File: src/rtl/vfifo_replay_ctrl.sv
// Write/replay sequencer for the matrix-vector vector FIFO: counts write beats, replays each vector Repeats times.
// Optional saturating stall counters are enabled by defining VFIFO_REPLAY_CTRL_STATS_EN.
module vfifo_replay_ctrl #(
  parameter int unsigned VecElements      = 16,
  parameter int unsigned ElementsPerWrite = 4,
  parameter int unsigned ElementsPerRead  = 4,
  parameter int unsigned Depth            = 4,
  parameter int unsigned Repeats          = 3
) (
  input  logic                       clk_in,
  input  logic                       rst_in,
  input  logic                       in_valid,
  output logic                       in_ready,
  input  logic                       out_ready,
  output logic                       out_valid,
  output logic                       out_last_beat,
  output logic                       out_last_rep,
  output logic                       fifo_wr_en,
  output logic                       fifo_rd_en,
  output logic                       fifo_wrap_rd,
  output logic [$clog2(Depth+1)-1:0] vec_count
`ifdef VFIFO_REPLAY_CTRL_STATS_EN
  ,
  output logic [15:0]                in_stall_cnt,
  output logic [15:0]                out_stall_cnt
`endif
);

  localparam int unsigned WrBeats = VecElements / ElementsPerWrite;
  localparam int unsigned RdBeats = VecElements / ElementsPerRead;
  localparam int unsigned WbW     = (WrBeats > 1) ? $clog2(WrBeats) : 1;
  localparam int unsigned RbW     = (RdBeats > 1) ? $clog2(RdBeats) : 1;
  localparam int unsigned RpW     = (Repeats > 1) ? $clog2(Repeats) : 1;
  localparam int unsigned CntW    = $clog2(Depth + 1);
  localparam int unsigned Slots   = Depth * VecElements;

  if ((VecElements % ElementsPerWrite) != 0 || (VecElements % ElementsPerRead) != 0 ||
      (Slots & (Slots - 1)) != 0 || Repeats < 1) begin : g_bad_cfg
    $error("vfifo_replay_ctrl: invalid parameter combination");
  end

  typedef enum logic {R_IDLE, R_STREAM} rd_state_t;

  rd_state_t         state;
  logic [WbW-1:0]    wr_beat;
  logic [RbW-1:0]    rd_beat;
  logic [RpW-1:0]    rd_rep;
  logic              hs;
  logic              beat_last;
  logic              rep_last;
  logic              wr_done;
  logic              release_vec;
  logic [CntW-1:0]   vec_count_nxt;

  always_comb begin
    in_ready      = !rst_in && (wr_beat != '0 || vec_count < CntW'(Depth));
    fifo_wr_en    = in_valid && in_ready;
    out_valid     = !rst_in && (state == R_STREAM);
    beat_last     = (rd_beat == RbW'(RdBeats - 1));
    rep_last      = (rd_rep == RpW'(Repeats - 1));
    hs            = out_valid && out_ready;
    out_last_beat = out_valid && beat_last;
    out_last_rep  = out_valid && rep_last;
    // A last beat on a non-final pass rewinds the FIFO instead of popping.
    fifo_wrap_rd  = hs && beat_last && !rep_last;
    fifo_rd_en    = hs && !(beat_last && !rep_last);
    wr_done       = fifo_wr_en && (wr_beat == WbW'(WrBeats - 1));
    release_vec   = hs && beat_last && rep_last;
    vec_count_nxt = vec_count;
    if (wr_done && !release_vec) begin
      vec_count_nxt = vec_count + 1'b1;
    end else if (release_vec && !wr_done) begin
      vec_count_nxt = vec_count - 1'b1;
    end
  end

  always_ff @(posedge clk_in) begin
    if (rst_in) begin
      state     <= R_IDLE;
      wr_beat   <= '0;
      rd_beat   <= '0;
      rd_rep    <= '0;
      vec_count <= '0;
    end else begin
      vec_count <= vec_count_nxt;
      if (fifo_wr_en) begin
        wr_beat <= wr_done ? '0 : wr_beat + 1'b1;
      end
      if (hs) begin
        rd_beat <= beat_last ? '0 : rd_beat + 1'b1;
        if (beat_last) begin
          rd_rep <= rep_last ? '0 : rd_rep + 1'b1;
        end
      end
      case (state)
        R_IDLE:   if (vec_count != '0) state <= R_STREAM;
        R_STREAM: if (release_vec && vec_count_nxt == '0) state <= R_IDLE;
      endcase
    end
  end

`ifdef VFIFO_REPLAY_CTRL_STATS_EN
  always_ff @(posedge clk_in) begin
    if (rst_in) begin
      in_stall_cnt  <= '0;
      out_stall_cnt <= '0;
    end else begin
      if (in_valid && !in_ready && in_stall_cnt != '1) begin
        in_stall_cnt <= in_stall_cnt + 1'b1;
      end
      if (out_valid && !out_ready && out_stall_cnt != '1) begin
        out_stall_cnt <= out_stall_cnt + 1'b1;
      end
    end
  end
`endif

endmodule

File: config.mk
export PLATFORM = sky130hd
export DESIGN_NAME = vfifo_replay_ctrl
export DESIGN_NICKNAME = d
export VERILOG_FILES = /design/src/rtl/vfifo_replay_ctrl.sv
export SDC_FILE = /design/constraint.sdc
export NUM_CORES = 1
export LEC_CHECK = 0
export CAP_MARGIN = 20
export CORE_UTILIZATION = 48
export CTS_BUF_LIST = sky130_fd_sc_hd__clkbuf_16
export CTS_CLUSTER_SIZE = 14
export DETAILED_ROUTE_END_ITERATION = 10
export PLACE_DENSITY = 0.76
export SLEW_MARGIN = 25
export SYNTH_ARGS = -nofsm -noshare
export SYNTH_HDL_FRONTEND = slang
export SYNTH_SLANG_ARGS = --single-unit
export TNS_END_PERCENT = 10
File: constraint.sdc
create_clock -name clk_in -period 2.2 [get_ports clk_in]
set_input_delay 0.22 -clock clk_in [delete_from_list [all_inputs] [get_ports clk_in]]
set_output_delay 0.22 -clock clk_in [all_outputs]
set_load 0.01 [all_outputs]
==> metrics.csv, run 1 <==
stage;metric;value;unit
yosys;Post-synth EDFFs;0;
drt;Initial DRC Count;13;
placement;Post-Place Setup Slack;164;ps
timing;hold_ws;475;ps
clock_network;CTS clk-pin slew, worst paths;40;ps
yosys;fraction of registers with async set/reset;0;%
drt;drt total wl;1400;microns
setup_path;CP max FO;6;
setup_path;CP required;1980;ps
power;IR drop worst, VDD;0.489;mV
placement;cell count after placement;104;
setup_path;worst path bufs/invs;2;
drt;Vias/cell;5.56;
timing;worst slew pin tran;335;ps
yosys;ys flop type;dfxtp_1;
setup_path;nature of the critical path startpoint;input port;
setup_path;reg-to-reg critical path endpoint;vec_count[1];
yosys;Ys Warns;0;
placement;detailed placement HPWL;1050;microns
global_routing;total grt overflow;0;
placement;RD Place Congestion;0.871;
global_routing;first-pass GRT wire length;2330;microns
timing;Final Cycle Share;94.7;%
yosys;Mapped Nets;84;
finish;Layout fillers;100;
finish;commonest non-fill, non-tap cell in the layout;clkdlybuf4s50_1;
run_status;outcome;finished, final reports clean;
yosys;Yosys top cell by area;dfxtp_1;
global_routing;initial antenna violation count;0;
setup_path;Setup CP Type;input port to output pin;
timing;Final TNS setup;0;ps
clock_network;Clock Tree Buf Depth;2;
finish;fin area;911;sq um
setup_path;CP Capture Point;fifo_wrap_rd;
clock_network;worst skew pair latency;230;ps
timing;Rel. slew slack;77.6;%
setup_path;CP endpoint kind;output pin;
timing;Worst Skew;1.63;ps
finish;synthesis-to-finish area growth;40.0;%
drt;DR pass1 iterations;3;
placement;IO Port Bufs;13;
setup_path;Reg2Reg Depth;4;
finish;ratio of cells with drive above 1 in the final layout;16.0;%
yosys;Synth Instances;74;
clock_network;H-Tree Depth;1;
timing;final setup violation count;0;
clock_network;root buffer cell;clkbuf_16;
clock_network;Num CTS Buffers;3;
timing;final hold viol count;0;
yosys;syn avg cell area;8.79;sq um
floorplanning;I/O Pins;14;
setup_path;Setup crit start;rst_in;
yosys;sequential cell area fraction in the yosys report;30.8;%
run;max-cap viol count;0;
floorplanning;full die area;1510;sq um
finish;Core Util, Final;76.8;%
setup_path;CP cell instances;clkdlybuf4s50_1 -> nor2b_1 -> and2_1 -> and3_1 -> clkdlybuf4s50_1;
drt;post-detailed-route count of antenna-violating nets;0;
yosys;Cell Area, Synth;651;sq um
setup_path;most frequent CP cell;clkdlybuf4s50_1;
drt;DR DRC count;0;
setup_path;critical path depth;5;
floorplanning;Die H;38.8;microns
clock_network;Post-CTS Setup Bufs;0;
timing;Max Freq;480;MHz
yosys;ranking of synthesized cells by area;dfxtp_1, ha_1, mux2i_1, a21oi_1, inv_1;
finish;fin cells;108;
floorplanning;Core Box Area;1190;sq um
worst_hold_path;worst hold path type;flip-flop to flip-flop;
setup_path;R2R Path Start;rd_beat[0];
floorplanning;Initial Utilization;54.9;%
drt;DR vias;601;
global_routing;vias in the first global route;544;
finish;most frequent cells in the layout;clkdlybuf4s50_1, dfxtp_1, inv_1, ha_1;
timing;Pins Over Slew Limit;0;
setup_path;Worst path top cell family by delay;buffers and inverters;
clock_network;clk sinks;10;
clock_network;TritonCTS clock tree;built;
yosys;post-synth top area share;30.8;%
drt;WL per Instance;12.9;microns
setup_path;critical path's slowest cell;clkdlybuf4s50_1;
global_routing;largest net degree at the start of global routing;9;
timing;RSZ-0062 raised after global routing;no;
timing;final worst slack;117;ps
setup_path;CP peak stage delay;550;ps
placement;DP Area;825;sq um
floorplanning;Die W;38.8;microns
power;P_leak;0.385;nW
power;power consumption;0.684;mW
power;Power Density;751;nW/um^2
floorplanning;Core Rows;12;
yosys;Cell variety after synth;32;
setup_path;arrival time worst endpoint;1860;ps
finish;antenna diode count;0;
setup_path;flop-to-flop setup slack;480;ps
timing;min Tclk post-route;2080;ps
finish;nets;105;
yosys;flops & latches, synth;10;
global_routing;Tot GR Track Use;22.5;%
-- registers in the layout, summed over array words and instances (netlist names) --
name,count
wr_beat,2
rd_beat,2
rd_rep,2
vec_count,3
state,1
-- how the worst min path moves through the flow --
stage	start	end	slack (ps)	depth (start not counted)
2_1_floorplan	in_valid	wr_beat[1]	360	2
3_3_place_gp	rd_beat[1]	rd_beat[1]	450	2
3_5_place_dp	rd_beat[1]	rd_beat[1]	460	2
4_1_cts	rd_beat[1]	rd_beat[1]	470	2
5_1_grt	rd_beat[1]	rd_beat[1]	500	2
6_report	rd_beat[1]	rd_beat[1]	470	2
-- final cells by class --
class / instances / area, sq um / area share, %
flip-flops and latches: 10 / 200 / 22.0
multi-input cells: 56 / 428 / 47.0
clock inverters: 1 / 3.75 / 0.412
well taps: 14 / 17.5 / 1.92
repair buffers: 17 / 160 / 17.6
inverters: 7 / 26.3 / 2.88
clock buffers: 3 / 75.1 / 8.24
-- worst reg2reg max path, cell delays in order (launching register included) --
cell	delay [ps]
dfxtp_1	350
ha_1	250
or4b_4	510
maj3_2	330
a211oi_2	200
-- layer usage --
metal | wire [microns] | track usage [%]
met2 | 631 | 36.7
met3 | 39 | 5.20
met4 | 11 | 10.3
met1 | 714 | 27.6
met5 | 0 | 0
-- logic make-up (layout without fill, tap and decap cells) --
logic type / Yosys count / in the layout / share of synthesized area, %
mux: 4 / 4 / 6.35
xor+xnor: 2 / 2 / 2.69
compound gates: 13 / 13 / 14.2
fa+ha+maj: 7 / 7 / 13.3
flops: 10 / 10 / 30.8
buf+inv: 8 / 28 / 4.61
simple gates: 30 / 30 / 28.1
-- repair_timing --
action / 4_1_cts / 5_1_grt
endpoints found under the hold margin: 0 / 0
hold buffers: 0 / 0
setup endpoints to repair: 0 / 1
resized for setup: 0 / 1
-- synthesized netlist by cell type, drive strengths merged, types with 2 or more instances --
| master | instances |
|---|---|
| dfxtp | 10 |
| inv | 7 |
| a21oi | 6 |
| ha | 6 |
| nand2 | 6 |
| nor2 | 5 |
| nand3 | 4 |
| mux2i | 3 |
| a31oi | 2 |
| and3 | 2 |
| nand2b | 2 |
| nor3 | 2 |
| o31ai | 2 |
| or3 | 2 |
| xnor2 | 2 |
-- report_power, final --
group / switching, mW / internal [mW]
clock network: 0.0823 / 0.238
registers: 0.0222 / 0.199
logic: 0.0685 / 0.0741
No activity file was read; power rests on OpenSTA's default activity.
==> inputs of run 2 (changes only) <==
CORE_UTILIZATION = 35   (was 48)
PLACE_DENSITY = unset   (was 0.76)
==> run 2 against run 1 <==
Against the previous run: worst hold slack worse by 8.2 ps; first-iteration DRC count is 62% lower; non-clock buffer count decreased by 1; total power shrank 0.67%; critical path depth grew 1; flip-flop and latch count did not move; clock skew decreased by 1.3 ps; register-to-register slack about the same; critical endpoint is now fifo_wr_en; largest cell class unchanged; highest routed layer unchanged.
==> metrics.csv, run 2 (synthesis gave the netlist of run 1 again) <==
stage;metric;value;unit;change
setup_path;arrival time worst endpoint;1780;ps;-80 ps
timing;final setup violation count;0;;unchanged
placement;RD Place Congestion;0.787;;-9.7%
setup_path;CP max FO;4;;-2
timing;Pins Over Slew Limit;0;;unchanged
finish;fin area;910;sq um;-0.14%
floorplanning;Core Box Area;1730;sq um;+46%
placement;DP Area;831;sq um;+0.76%
timing;Final Cycle Share;91.0;%;-3.6 points
run;max-cap viol count;0;;unchanged
setup_path;CP required;1980;ps;about the same
finish;antenna diode count;0;;unchanged
finish;Layout fillers;176;;+76%
clock_network;cts hold-fix bufs;0;;unchanged
timing;worst slew pin tran;396;ps;+61.2 ps
setup_path;nature of the critical path startpoint;flip-flop;;
global_routing;Tot GR Track Use;15.7;%;-6.8 points
global_routing;largest net degree at the start of global routing;11;;+2
clock_network;clk sinks;10;;unchanged
floorplanning;I/O Pins;14;;unchanged
drt;post-detailed-route count of antenna-violating nets;0;;unchanged
placement;detailed placement HPWL;985;microns;-6.2%
timing;Max Freq;499;MHz;+4.0%
drt;Initial DRC Count;5;;-8
drt;DR DRC count;0;;unchanged
placement;IO Port Bufs;13;;unchanged
timing;Worst Skew;0.338;ps;-1.30 ps
finish;nets;104;;-0.95%
power;Power Density;747;nW/um^2;-0.53%
finish;most frequent cells in the layout;clkdlybuf4s50_1, dfxtp_1, inv_1, ha_1;;
run_status;outcome;finished, final reports clean;;
clock_network;Num CTS Buffers;3;;unchanged
global_routing;first-pass GRT wire length;2260;microns;-2.7%
timing;final hold viol count;0;;unchanged
finish;commonest non-fill, non-tap cell in the layout;clkdlybuf4s50_1;;
clock_network;Post-CTS Setup Bufs;0;;unchanged
drt;Vias/cell;4.77;;-14%
drt;WL per Instance;11.0;microns;-15%
floorplanning;Initial Utilization;37.7;%;-17 points
finish;max reg flops;3;;unchanged
global_routing;total grt overflow;0;;unchanged
power;P_leak;0.378;nW;-1.9%
global_routing;vias in the first global route;530;;-2.6%
clock_network;CTS clk-pin slew, worst paths;40;ps;about the same
finish;synthesis-to-finish area growth;39.8;%;
clock_network;worst skew pair latency;230;ps;about the same
timing;Rel. slew slack;73.5;%;-4.1 points
timing;Final TNS setup;0;ps;unchanged
setup_path;CP endpoint kind;output pin;;
floorplanning;Die H;45.1;microns;+16%
clock_network;Clock Tree Buf Depth;2;;unchanged
clock_network;TritonCTS clock tree;built;;
power;IR drop worst, VDD;0.416;mV;-15%
drt;drt total wl;1300;microns;-6.7%
worst_hold_path;worst hold path type;flip-flop to flip-flop;;
timing;min Tclk post-route;2000;ps;-79.6 ps
clock_network;post-CTS sizing;0;;unchanged
clock_network;H-Tree Depth;1;;unchanged
floorplanning;full die area;2040;sq um;+35%
drt;DR pass1 iterations;4;;+1
worst_hold_path;hold depth;2;;unchanged
drt;DR vias;563;;-6.3%
setup_path;Setup CP Type;flip-flop to output pin;;
setup_path;Reg2Reg Depth;4;;unchanged
finish;ratio of cells with drive above 1 in the final layout;15.1;%;-0.90 points
clock_network;root buffer cell;clkbuf_16;;
timing;RSZ-0062 raised after global routing;no;;
finish;Top reg by flops;vec_count;;
floorplanning;Die W;45.1;microns;+16%
global_routing;initial antenna violation count;0;;unchanged
floorplanning;Core Rows;15;;+3
==> run 2: critical path, stage by stage, from the launching register on <==
cell and delay, ps:
dfxtp_1 350, inv_1 70, ha_1 210, a21oi_2 200, nand2_1 110, inv_2 80
clkdlybuf4s50_1 530
==> run 2: stage by stage <==
| step | total power [mW] | std cells | utilization [%] | hold WS [ps] | worst slack (ps) |
|---|---|---|---|---|---|
| final | 0.680 | 118 | 52.7 | 467 | 197 |
| after global routing | 0.721 | 118 | 52.7 | 490 | 81.8 |
| after CTS | 0.688 | 118 | 52.7 | 465 | 190 |
| after detailed placement | 0.362 | 114 | 48.1 | 458 | 194 |
| after global placement | 0.362 | 114 | 48.1 | 455 | 210 |
| after floorplan | 0.310 | 74 | - | 361 | 593 |
==> run 2: layout make-up <==
class,instances,area [sq um],area share (%)
Clock inverter,1,3.75,0.413
Multi-Input combinational cell,56,420,46.2
Sequential cell,10,200,22.0
Clock buffer,3,75.1,8.25
Tap cell,25,31.3,3.44
Timing Repair Buffer,16,153,16.8
Inverter,7,26.3,2.89
==> run 2: final timing paths <==
path	endpoint	slack (ps)	startpoint
setup reg to reg	vec_count[1]	480	rd_beat[0]
setup / recovery	fifo_wr_en	200	wr_beat[0]
hold / removal	rd_beat[1]	470	rd_beat[1]
hold reg to reg	rd_beat[1]	470	rd_beat[1]
==> run 2: power by group <==
part | switching (mW) | total [mW] | leakage (nW) | internal (mW)
Sequential | 0.0204 | 0.220 | 0.0812 | 0.199
Clock | 0.0823 | 0.320 | 0.0385 | 0.238
Combinational | 0.0659 | 0.140 | 0.258 | 0.0738
==> run 2: routing by layer <==
metal / global-route usage, % / vias to the layer above / part of all wire, %
met5: 0 / - / 0
met4: 5.45 / 0 / 1.1
met3: 6.00 / 2 / 2.8
met2: 23.2 / 6 / 48
met1: 20.8 / 255 / 48
li1: - / 300 / -
==> inputs of run 3 (changes only) <==
REMOVE_ABC_BUFFERS = 1   (was unset)
==> run 3 against run 2 <==
Against the previous run: combinational power hardly changed; first-iteration DRC count is 40% lower; via count is 4.6% higher; critical path depth stayed put; sequential power hardly changed; final area is 0.41% higher.
==> metrics.csv, run 3 (synthesis gave the netlist of run 1 again) <==
stage;metric;value;unit;change
setup_path;CP cell instances;inv_1 -> ha_1 -> a21oi_2 -> nand2_1 -> inv_2 -> clkdlybuf4s50_1;;
finish;Top reg by flops;vec_count;;
finish;fin cells;118;;unchanged
floorplanning;Die W;45.1;microns;unchanged
clock_network;CTS clk-pin slew, worst paths;40;ps;about the same
timing;Final Cycle Share;91.5;%;+0.50 points
timing;final hold viol count;0;;unchanged
setup_path;CP required;1980;ps;about the same
floorplanning;full die area;2040;sq um;unchanged
floorplanning;I/O Pins;14;;unchanged
global_routing;largest net degree at the start of global routing;12;;+1
finish;synthesis-to-finish area growth;40.4;%;
clock_network;worst skew pair latency;240;ps;about the same
placement;cell count after placement;115;;+0.88%
timing;worst slew pin tran;294;ps;-102 ps
finish;antenna diode count;0;;unchanged
floorplanning;Initial Utilization;37.7;%;unchanged
timing;Max Freq;497;MHz;-0.54%
setup_path;CP endpoint kind;output pin;;
drt;DR DRC count;0;;unchanged
setup_path;arrival time worst endpoint;1790;ps;about the same
finish;commonest non-fill, non-tap cell in the layout;clkdlybuf4s50_1;;
clock_network;Post-CTS Setup Bufs;0;;unchanged
setup_path;nature of the critical path startpoint;flip-flop;;
clock_network;H-Tree Depth;1;;unchanged
power;Flop pwr share;32.7;%;+0.4 points
worst_hold_path;worst hold path type;flip-flop to flip-flop;;
clock_network;post-CTS sizing;0;;unchanged
clock_network;cts hold-fix bufs;0;;unchanged
run;max-cap viol count;0;;unchanged
timing;min Tclk post-route;2010;ps;+10.9 ps
placement;detailed placement HPWL;1020;microns;+3.6%
setup_path;Setup CP Type;flip-flop to output pin;;
power;sw frac;24.7;%;-0.11 points
clock_network;Num CTS Buffers;3;;unchanged
finish;Layout fillers;174;;-1.1%
placement;IO Port Bufs;13;;unchanged
finish;max reg flops;3;;unchanged
power;IR drop worst, VDD;0.490;mV;+18%
setup_path;CP peak stage delay;530;ps;about the same
global_routing;total grt overflow;0;;unchanged
finish;Core Util, Final;52.9;%;+0.22 points
run_status;outcome;finished, final reports clean;;
drt;DR pass1 iterations;4;;unchanged
power;Int Pwr;0.508;mW;-0.56%
timing;Worst Skew;0.888;ps;+0.551 ps
timing;Pins Over Slew Limit;0;;unchanged
clock_network;Clock Tree Buf Depth;2;;unchanged
timing;Rel. slew slack;80.4;%;+6.8 points
clock_network;TritonCTS clock tree;built;;
drt;post-detailed-route count of antenna-violating nets;0;;unchanged
power;net load switching power;0.167;mW;-1.1%
timing;Final TNS setup;0;ps;unchanged
placement;RD Place Congestion;0.810;;+3.0%
global_routing;initial antenna violation count;0;;unchanged
floorplanning;Die H;45.1;microns;unchanged
global_routing;Tot GR Track Use;16.5;%;+0.76 points
setup_path;CP max FO;4;;unchanged
timing;final setup violation count;0;;unchanged
drt;Initial DRC Count;3;;-2
setup_path;worst path bufs/invs;3;;unchanged
global_routing;vias in the first global route;495;;-6.6%
power;clock share of power;46.7;%;-0.4 points
power;power share of the combinational group;20.6;%;about the same
power;power consumption;0.675;mW;-0.71%
finish;most frequent cells in the layout;clkdlybuf4s50_1, dfxtp_1, inv_1, ha_1;;
drt;drt total wl;1350;microns;+3.6%
power;Power Density;739;nW/um^2;-1.1%
finish;ratio of cells with drive above 1 in the final layout;16.1;%;+1.1 points
drt;WL per Instance;11.4;microns;+3.6%
floorplanning;Core Box Area;1730;sq um;unchanged
finish;nets;105;;+0.96%
global_routing;first-pass GRT wire length;2240;microns;-0.93%
power;P_leak;0.382;nW;+1.0%
timing;RSZ-0062 raised after global routing;no;;
drt;DR vias;589;;+4.6%
drt;Vias/cell;4.99;;+4.6%
floorplanning;Core Rows;15;;unchanged
setup_path;Worst path top cell family by delay;buffers and inverters;;
setup_path;critical path's slowest cell;clkdlybuf4s50_1;;
clock_network;clk sinks;10;;unchanged
clock_network;root buffer cell;clkbuf_16;;
run 3: worst reg2reg max path: cells and delay by family, from the launching register on:
kind	cells	cell delay, ps
AO/OA/AOI/OAI	2	520
flip-flops	1	340
buffers and inverters	2	240
AND/OR/NAND/NOR	1	240
adder cells (fa/ha/maj)	1	210
multiplexers	1	100
run 3: metrics by stage:
stage | instance area [sq um] | setup WS, ps | hold slack, ps
2_1_floorplan | 647 | 593 | 285
3_3_place_gp | 838 | 242 | 448
3_5_place_dp | 838 | 214 | 459
4_1_cts | 913 | 148 | 464
5_1_grt | 913 | 87.2 | 493
6_report | 913 | 186 | 462
run 3: worst paths after layout:
kind	start	to	slack, ps	depth (start not counted)
setup reg to reg	wr_beat[0]	state	450	7
hold reg to reg	rd_beat[1]	rd_beat[1]	460	2
hold / removal	rd_beat[1]	rd_beat[1]	460	2
setup / recovery	wr_beat[0]	fifo_wr_en	190	6
run 3: metal layers:
| metal | track usage (%) | up-vias | share of wire, % | wire length, microns |
|---|---|---|---|---|
| li1 | - | 304 | - | - |
| met2 | 21.4 | 9 | 43 | 580 |
| met5 | 0 | - | 0 | 0 |
| met3 | 7.20 | 5 | 4.2 | 57 |
| met1 | 21.6 | 271 | 50 | 673 |
| met4 | 10.9 | 0 | 2.7 | 37 |
run 3: layout make-up:
class / count / area [sq um] / share of cell area, %
clock buffer: 3 / 75.1 / 8.22
inverter: 7 / 26.3 / 2.88
multi-input combinational: 56 / 420 / 46.0
sequential: 10 / 200 / 21.9
tap: 25 / 31.3 / 3.42
timing repair buffer: 17 / 160 / 17.5
run 3: power by group through the flow:
stage	combinational [mW]	sequential (mW)	clock, mW
after floorplan	0.0874	0.220	0
after global placement	0.139	0.224	0
after detailed placement	0.139	0.224	0
after CTS	0.140	0.221	0.320
after global routing	0.156	0.224	0.334
final	0.139	0.221	0.315
